===== config.mk =====
export PLATFORM = sky130hd
export DESIGN_NAME = pipeif
export DESIGN_NICKNAME = d
export VERILOG_FILES = /design/src/rtl/pipeif.sv
export SDC_FILE = /design/constraint.sdc
export NUM_CORES = 1
export LEC_CHECK = 0
export CELL_PAD_IN_SITES_DETAIL_PLACEMENT = 0
export CELL_PAD_IN_SITES_GLOBAL_PLACEMENT = 1
export CORE_MARGIN = 1.5
export CORE_UTILIZATION = 36
export CTS_CLUSTER_DIAMETER = 120
export CTS_CLUSTER_SIZE = 14
export DETAILED_ROUTE_END_ITERATION = 8
export PLACE_DENSITY_LB_ADDON = 0.3
export SLEW_MARGIN = 20
export SYNTH_ARGS = -nofsm -noshare
export SYNTH_HDL_FRONTEND = slang
export SYNTH_SLANG_ARGS = --single-unit

===== constraint.sdc =====
create_clock -name clk -period 2.51 [get_ports clk]
set_input_delay 0.6275 -clock clk [delete_from_list [all_inputs] [get_ports clk]]
set_output_delay 0.6275 -clock clk [all_outputs]
set_load 0.01 [all_outputs]

===== src/rtl/pipeif.sv =====
// Instruction-fetch stage: PC register, imem request handshake and IF/ID register.
// Define PIPEIF_PERF_CNT_EN to add the fetch_cnt/stall_cnt performance counters.
module pipeif #(
    parameter logic [31:0] RESET_PC = 32'h0000_0000
) (
    input  logic        clk,
    input  logic        clrn,
    input  logic [1:0]  pcsource,
    input  logic [31:0] bpc,
    input  logic [31:0] jpc,
    input  logic [31:0] ra,
    input  logic        we_pc_ir,
    input  logic        reset_ir,
    output logic        imem_req,
    output logic [31:0] imem_addr,
    input  logic [31:0] imem_rdata,
    input  logic        imem_ready,
    output logic [31:0] pc,
    output logic [31:0] dpc4,
    output logic [31:0] inst,
    output logic        dvalid
`ifdef PIPEIF_PERF_CNT_EN
    ,
    output logic [31:0] fetch_cnt,
    output logic [31:0] stall_cnt
`endif
);

    localparam int unsigned XLEN = 32;

    typedef enum logic [1:0] {
        S_FETCH   = 2'd0,
        S_HOLD    = 2'd1,
        S_DISCARD = 2'd2
    } state_t;

    state_t          state_q;
    logic [XLEN-1:0] pc_q;
    logic [XLEN-1:0] dpc4_q;
    logic [XLEN-1:0] inst_q;
    logic            dvalid_q;
    logic [XLEN-1:0] redir_q;
    logic [XLEN-1:0] buf_pc4_q;
    logic [XLEN-1:0] buf_inst_q;
    logic            req_q;

    logic [XLEN-1:0] pc4;
    logic [XLEN-1:0] npc;
    logic            ifid_ld;
    logic            ifid_valid;
    logic [XLEN-1:0] ifid_pc4;
    logic [XLEN-1:0] ifid_inst;

    assign pc4 = pc_q + XLEN'(4);

    // Next-PC select from decode
    always_comb begin
        npc = pc4;
        case (pcsource)
            2'b00:   npc = pc4;
            2'b01:   npc = bpc;
            2'b10:   npc = ra;
            default: npc = jpc;
        endcase
    end

    // IF/ID source: only a fetch hit or a held word is a real instruction, all else is a bubble
    always_comb begin
        ifid_ld    = we_pc_ir;
        ifid_valid = 1'b0;
        ifid_pc4   = pc4;
        ifid_inst  = imem_rdata;
        case (state_q)
            S_FETCH:   ifid_valid = imem_ready && !reset_ir;
            S_HOLD: begin
                ifid_valid = !reset_ir;
                ifid_pc4   = buf_pc4_q;
                ifid_inst  = buf_inst_q;
            end
            default:   ifid_valid = 1'b0;
        endcase
    end

    always_ff @(posedge clk) begin
        if (!clrn) begin
            state_q    <= S_FETCH;
            pc_q       <= RESET_PC;
            dpc4_q     <= '0;
            inst_q     <= '0;
            dvalid_q   <= 1'b0;
            redir_q    <= '0;
            buf_pc4_q  <= '0;
            buf_inst_q <= '0;
            req_q      <= 1'b1;
        end else begin
            if (ifid_ld) begin
                dvalid_q <= ifid_valid;
                dpc4_q   <= ifid_valid ? ifid_pc4  : '0;
                inst_q   <= ifid_valid ? ifid_inst : '0;
            end
            case (state_q)
                S_FETCH: begin
                    if (imem_ready && we_pc_ir) begin
                        pc_q <= npc;
                    end else if (imem_ready) begin
                        buf_pc4_q  <= pc4;
                        buf_inst_q <= imem_rdata;
                        state_q    <= S_HOLD;
                        req_q      <= 1'b0;
                    end else if (we_pc_ir && (pcsource != 2'b00)) begin
                        // Redirect arrived mid-fetch: the outstanding word must be drained first
                        redir_q <= npc;
                        state_q <= S_DISCARD;
                    end
                end
                S_HOLD: begin
                    if (we_pc_ir) begin
                        pc_q    <= npc;
                        state_q <= S_FETCH;
                        req_q   <= 1'b1;
                    end
                end
                S_DISCARD: begin
                    if (imem_ready) begin
                        pc_q    <= redir_q;
                        state_q <= S_FETCH;
                    end
                end
                default: begin
                    state_q <= S_FETCH;
                    req_q   <= 1'b1;
                end
            endcase
        end
    end

    assign imem_req  = req_q;
    assign imem_addr = pc_q;
    assign pc        = pc_q;
    assign dpc4      = dpc4_q;
    assign inst      = inst_q;
    assign dvalid    = dvalid_q;

`ifdef PIPEIF_PERF_CNT_EN
    logic [XLEN-1:0] fetch_cnt_q;
    logic [XLEN-1:0] stall_cnt_q;

    // Free-running wrap-around event counters
    always_ff @(posedge clk) begin
        if (!clrn) begin
            fetch_cnt_q <= '0;
            stall_cnt_q <= '0;
        end else begin
            if (ifid_ld && ifid_valid) begin
                fetch_cnt_q <= fetch_cnt_q + XLEN'(1);
            end
            if (req_q && !imem_ready) begin
                stall_cnt_q <= stall_cnt_q + XLEN'(1);
            end
        end
    end

    assign fetch_cnt = fetch_cnt_q;
    assign stall_cnt = stall_cnt_q;
`endif

endmodule


======== After elaboration in Yosys (flattened, before gate mapping) ========
Index checks and enable logic that the tools add are counted.
storage, ports and cells
  register bits after elaboration ......... 196
  output and inout port bits .............. 130
  logic and storage cells ................. 56
cells by class
  $add $sub $neg .......................... 1
  equal/unequal tests ..................... 10
  multiplexer cells ....................... 20
  bitwise gates (word level) .............. 3
  reductions and logical operators ........ 13
operators by type and width
  kind                                            number
  two-way mux 32 bit                              7
  one-hot mux 32 bit (3 select lines)             2
  adder 32 x 3 -> 32 bit (second input constant)  1
  AND reduction 4 bit                             4
  two-way mux 2 bit                               5
  inequality test 2 bit (second input constant)   5
  one-hot mux 2 bit (3 select lines)              1
  == test 2 x 1 -> 1 bit (second input constant)  2
  == test 2 bit (second input constant)           2
  logical NOT 2 bit                               2
  logical AND 1 bit                               3
  two-way mux 1 bit                               3
  inequality test 3 bit (second input constant)   1
  NOT 1 bit                                       3
  one-hot mux 1 bit (3 select lines)              1
  AND reduction 3 bit                             1
  nonzero test 3 bit                              1
  one-hot mux 1 bit (2 select lines)              1
  nonzero test 2 bit                              1
  logical NOT 1 bit                               1

======== Longest topological paths before layout ========
  depth after elaboration ................. 6
  gate-level depth with buffers ........... 10

======== Worst setup path before layout ========
OpenSTA, ideal clock, no wires.
  kind .................................... reg-to-reg
  start point ............................. reg pc_q[2], in the netlist imem_addr[2]
  end point ............................... reg pc_q[26], in the netlist imem_addr[26]
  arrival ................................. 2,007 ps
  setup slack ............................. 373 ps
  cell stages (with the launch flop) ...... 8
  buffers on the path ..................... 1
  period minus slack after synthesis ...... 2,137 ps
  cell sequence ........................... dfxtp_1 ha_1 nand3_2 or3_1 buf_6 or3_4 o22ai_1 a311oi_2
between the ends
  word-level cells in the longest chain between the ends .. 4
  elaborated cells on any way between the ends .. 5
RTL lines
  element                                line      text
  start, declared                        38        logic [XLEN-1:0] pc_q;
  start signal, assigned                 104       pc_q <= npc;
  start signal, assigned                 118       pc_q <= npc;
  start signal, assigned                 125       pc_q <= redir_q;
  adder 32 x 3 -> 32 bit *               54        assign pc4 = pc_q + XLEN'(4);
  one-hot mux 32 bit (3 select lines) *  59        case (pcsource)
  two-way mux 32 bit (on tied branches)  117, 103
  one-hot mux 32 bit (3 select lines) *  101       case (state_q)
Mark *: on every way between the ends. The rest lies on a longest branch, timed or not. The select of a mux whose other input is x is not followed.
A chain may end at the register's enable or synchronous reset.

======== Final worst setup path ========
  start point ............................. reg pc_q[12], in the netlist imem_addr[12]
  end point ............................... out pc[12]
RTL lines
  element        line  text
  end, declared  18    output logic [31:0] pc,
No word-level cell between the ends.

==> impl_metrics.env <==
export IMPL_synth_async_reset_ratio=0
export IMPL_area_delta_synth_final_pct=38.2
export IMPL_slew_headroom=0.407
export IMPL_worstSetupStartpointType="flop"
export IMPL_setup_violations=0
export IMPL_via_per_inst=5.41
export IMPL_vias=9855
export IMPL_p_per_area_mw_per_mm2=654
export IMPL_crit_chain="buf_4 > clkdlybuf4s50_1"
export IMPL_syn_area_per_cell_um2=8.00
export IMPL_place_gp_congestion=0.888
export IMPL_grt_remaining_overflow=0
export IMPL_drt_pass1_iter_count=6
export IMPL_start_util=0.368
export IMPL_critical_path_top_delay_family="buffers and inverters"
export IMPL_max_freq_ghz=0.428
export IMPL_min_delay_start="dpc4[27]"
export IMPL_crit_required_ns=1.88
export IMPL_core_area_mm2=0.0270
export IMPL_ys_ff_latch=196
export IMPL_postSynthCellCount=1242
export IMPL_layout_commonest_cell="clkdlybuf4s50_1"
export IMPL_syn_nets=1381
export IMPL_antenna_left=0
export IMPL_setup_worst_path_class="flop to output pin"
export IMPL_cts_buffers=17
export IMPL_cts_buffer_depth=2
export IMPL_io_pins=265
export IMPL_period_needed_ns=2.34
export IMPL_rsz0062_at_grt="no"
export IMPL_antenna_found_initial=0
export IMPL_drive_gt1_frac=0.107
export IMPL_grt_util_all_layers=0.225
export IMPL_postCtsSetupBuffers=0
export IMPL_peakVddDrop_v=0.000517
export IMPL_drt_iter0_drc=834
export IMPL_grt_pass1_vias=8975
export IMPL_placed_cells=1791
export IMPL_critical_path_max_stage_delay_ns=0.54
export IMPL_ys_types=72
export IMPL_status="finished, final reports clean"
export IMPL_ctsResizeCount=0
export IMPL_layout_nets=1608
export IMPL_clock_sinks=196
export IMPL_holdBufCountCts=0
export IMPL_clkTransAtPathRegs_ns=0.08
export IMPL_whs_ns=0.444
export IMPL_path_buf_inv=2
export IMPL_drcViolationCount=0
export IMPL_slew_violations=0
export IMPL_htreeDepth=4
export IMPL_synth_edff_count=0
export IMPL_hp_class="flop to flop"
export IMPL_synth_area_mm2=0.00994
export IMPL_synth_seq_area_share=0.395
export IMPL_synth_warnings=0
export IMPL_cts_tree="yes"
export IMPL_drt_total_wl_mm=32.8
export IMPL_hold_viol=0
export IMPL_dieArea_mm2=0.0286
export IMPL_maxCapViolCount=0
export IMPL_fp_dieW_um=169
export IMPL_insertedDiodeCount=0
export IMPL_worstPathArrival_ns=1.71
export IMPL_worst_slew_pin_slew_ns=0.888
export IMPL_grt_pass1_wl_mm=50.6
export IMPL_hpwl_mm=24.1
export IMPL_power_static_leakage_nw=4.92
export IMPL_final_cells=1823
export IMPL_wl_per_cell_um=18.0
export IMPL_cts_root_buf="clkbuf_16"
export IMPL_fin_skew_ns=0.0136
export IMPL_power_mw=8.98
export IMPL_fillers=2656
export IMPL_crit_start="imem_addr[12]"
export IMPL_timing_rr_start="imem_addr[3]"
export IMPL_cp_max_fo=7
export IMPL_fin_crit_sh=0.931
export IMPL_crit_path_end_kind="output pin"
export IMPL_port_buffers=264
export IMPL_critPathSlowestCell="clkdlybuf4s50_1"
export IMPL_grt_max_degree=53
export IMPL_insertion_delay_ns=0.45
export IMPL_die_h_um=169
export IMPL_layout_common_cells="clkdlybuf4s50_1, dfxtp_1, nor2_1, nand2_1, a21oi_1"
export IMPL_ys_flop_type="dfxtp_1"
export IMPL_fp_row_count=60
==> logic make-up (layout without fill, tap and decap cells) <==
kind of cell / after synthesis / count (layout) / synth area share
and+or+nand+nor: 455 / 455 / 0.209
AOI/OAI and AO/OA: 341 / 341 / 0.219
DFF: 196 / 196 / 0.395
buffers and inverters: 156 / 396 / 0.0750
muxes: 71 / 71 / 0.0804
xor gates and xnor gates: 19 / 19 / 0.0167
adders and majority gates: 4 / 4 / 0.00503
==> Yosys cell counts (5+ instances only) <==
cell type / n / area share
a22o_1: 5 / 0.0044
buf_1: 6 / 0.0023
xnor2_1: 14 / 0.012
nor2b_1: 5 / 0.0031
a21oi_1: 130 / 0.065
o31ai_1: 5 / 0.0038
a32oi_1: 15 / 0.013
o31a_1: 7 / 0.0062
inv_1: 13 / 0.0049
mux2i_1: 54 / 0.054
a211oi_1: 14 / 0.011
clkbuf_1: 79 / 0.030
o2bb2ai_1: 5 / 0.0044
o21a_1: 9 / 0.0068
nand2b_1: 7 / 0.0044
o221ai_1: 5 / 0.0044
a311oi_1: 8 / 0.0070
o22ai_1: 8 / 0.0050
nor3_1: 33 / 0.017
nand2_1: 140 / 0.053
buf_4: 34 / 0.026
buf_2: 19 / 0.0096
or3_1: 16 / 0.010
a221o_1: 5 / 0.0050
o21ai_0: 75 / 0.038
nand3_1: 30 / 0.015
o211ai_1: 6 / 0.0045
o221a_2: 6 / 0.0068
nor2_1: 165 / 0.062
mux4_2: 6 / 0.014
dfxtp_1: 196 / 0.39
nand4_1: 10 / 0.0063
nor4_1: 12 / 0.0076
and2_1: 8 / 0.0050
mux2_2: 11 / 0.012
xor2_1: 5 / 0.0044
and3_1: 9 / 0.0057
==> area by class of cell <==
| cell class | instances | area (um2) | area share |
|---|---|---|---|
| flip-flops and latches | 196 | 3920 | 0.286 |
| multi-input cells | 890 | 5310 | 0.386 |
| clock inverters | 14 | 164 | 0.0119 |
| inverters | 16 | 62.6 | 0.00455 |
| repair buffers | 348 | 3410 | 0.248 |
| well taps | 341 | 427 | 0.0311 |
| clock buffers | 18 | 439 | 0.0320 |
==> registers in the layout (all words and copies together) (netlist names) <==
register,flops
state_q,2
dvalid,1
imem_addr,32
inst,32
redir_q,32
buf_inst_q,32
imem_req,1
buf_pc4_q,32
dpc4,32
==> path summary, 6_finish.rpt <==
kind / slack, ns / endpoint / cells after the start
max reg2reg: 0.18 / imem_addr[26] / 6
min reg2reg: 0.44 / dpc4[27] / 2
max: 0.17 / pc[12] / 2
min: 0.44 / dpc4[27] / 2
==> worst reg2reg max path: cells and delay by family (launching register included) <==
kind	cells	cell delay, ns
adder cells (fa/ha/maj)	1	0.23
AND/OR/NAND/NOR	3	1.30
AO/OA/AOI/OAI	2	0.23
flip-flops	1	0.43
==> report_power, final <==
part           internal [mW]  total [mW]  switching [mW]
clock                   1.37        2.77            1.41
sequential              3.36        3.59           0.230
combinational           1.26        2.61            1.36
total                   5.99        8.98            2.99
==> metrics by stage <==
step | TNS (ns) | cell area, um2 | utilization | setup WS [ns]
2_1_floorplan | 0 | 9940 | - | 0.373
3_3_place_gp | -0.218 | 13100 | 0.486 | -0.124
3_5_place_dp | -0.293 | 13100 | 0.486 | -0.146
4_1_cts | 0 | 13700 | 0.508 | 0.146
5_1_grt | 0 | 13700 | 0.508 | 0.0233
6_report | 0 | 13700 | 0.508 | 0.172
==> per-layer routing <==
layer | up-vias | share of wire | track usage
met1 | 4578 | 0.48 | 0.329
met2 | 384 | 0.43 | 0.342
met5 | - | 0 | 0
met3 | 33 | 0.073 | 0.0364
met4 | 0 | 0.015 | 0.0596
li1 | 4860 | - | -
No activity file was read; power rests on OpenSTA's default activity.
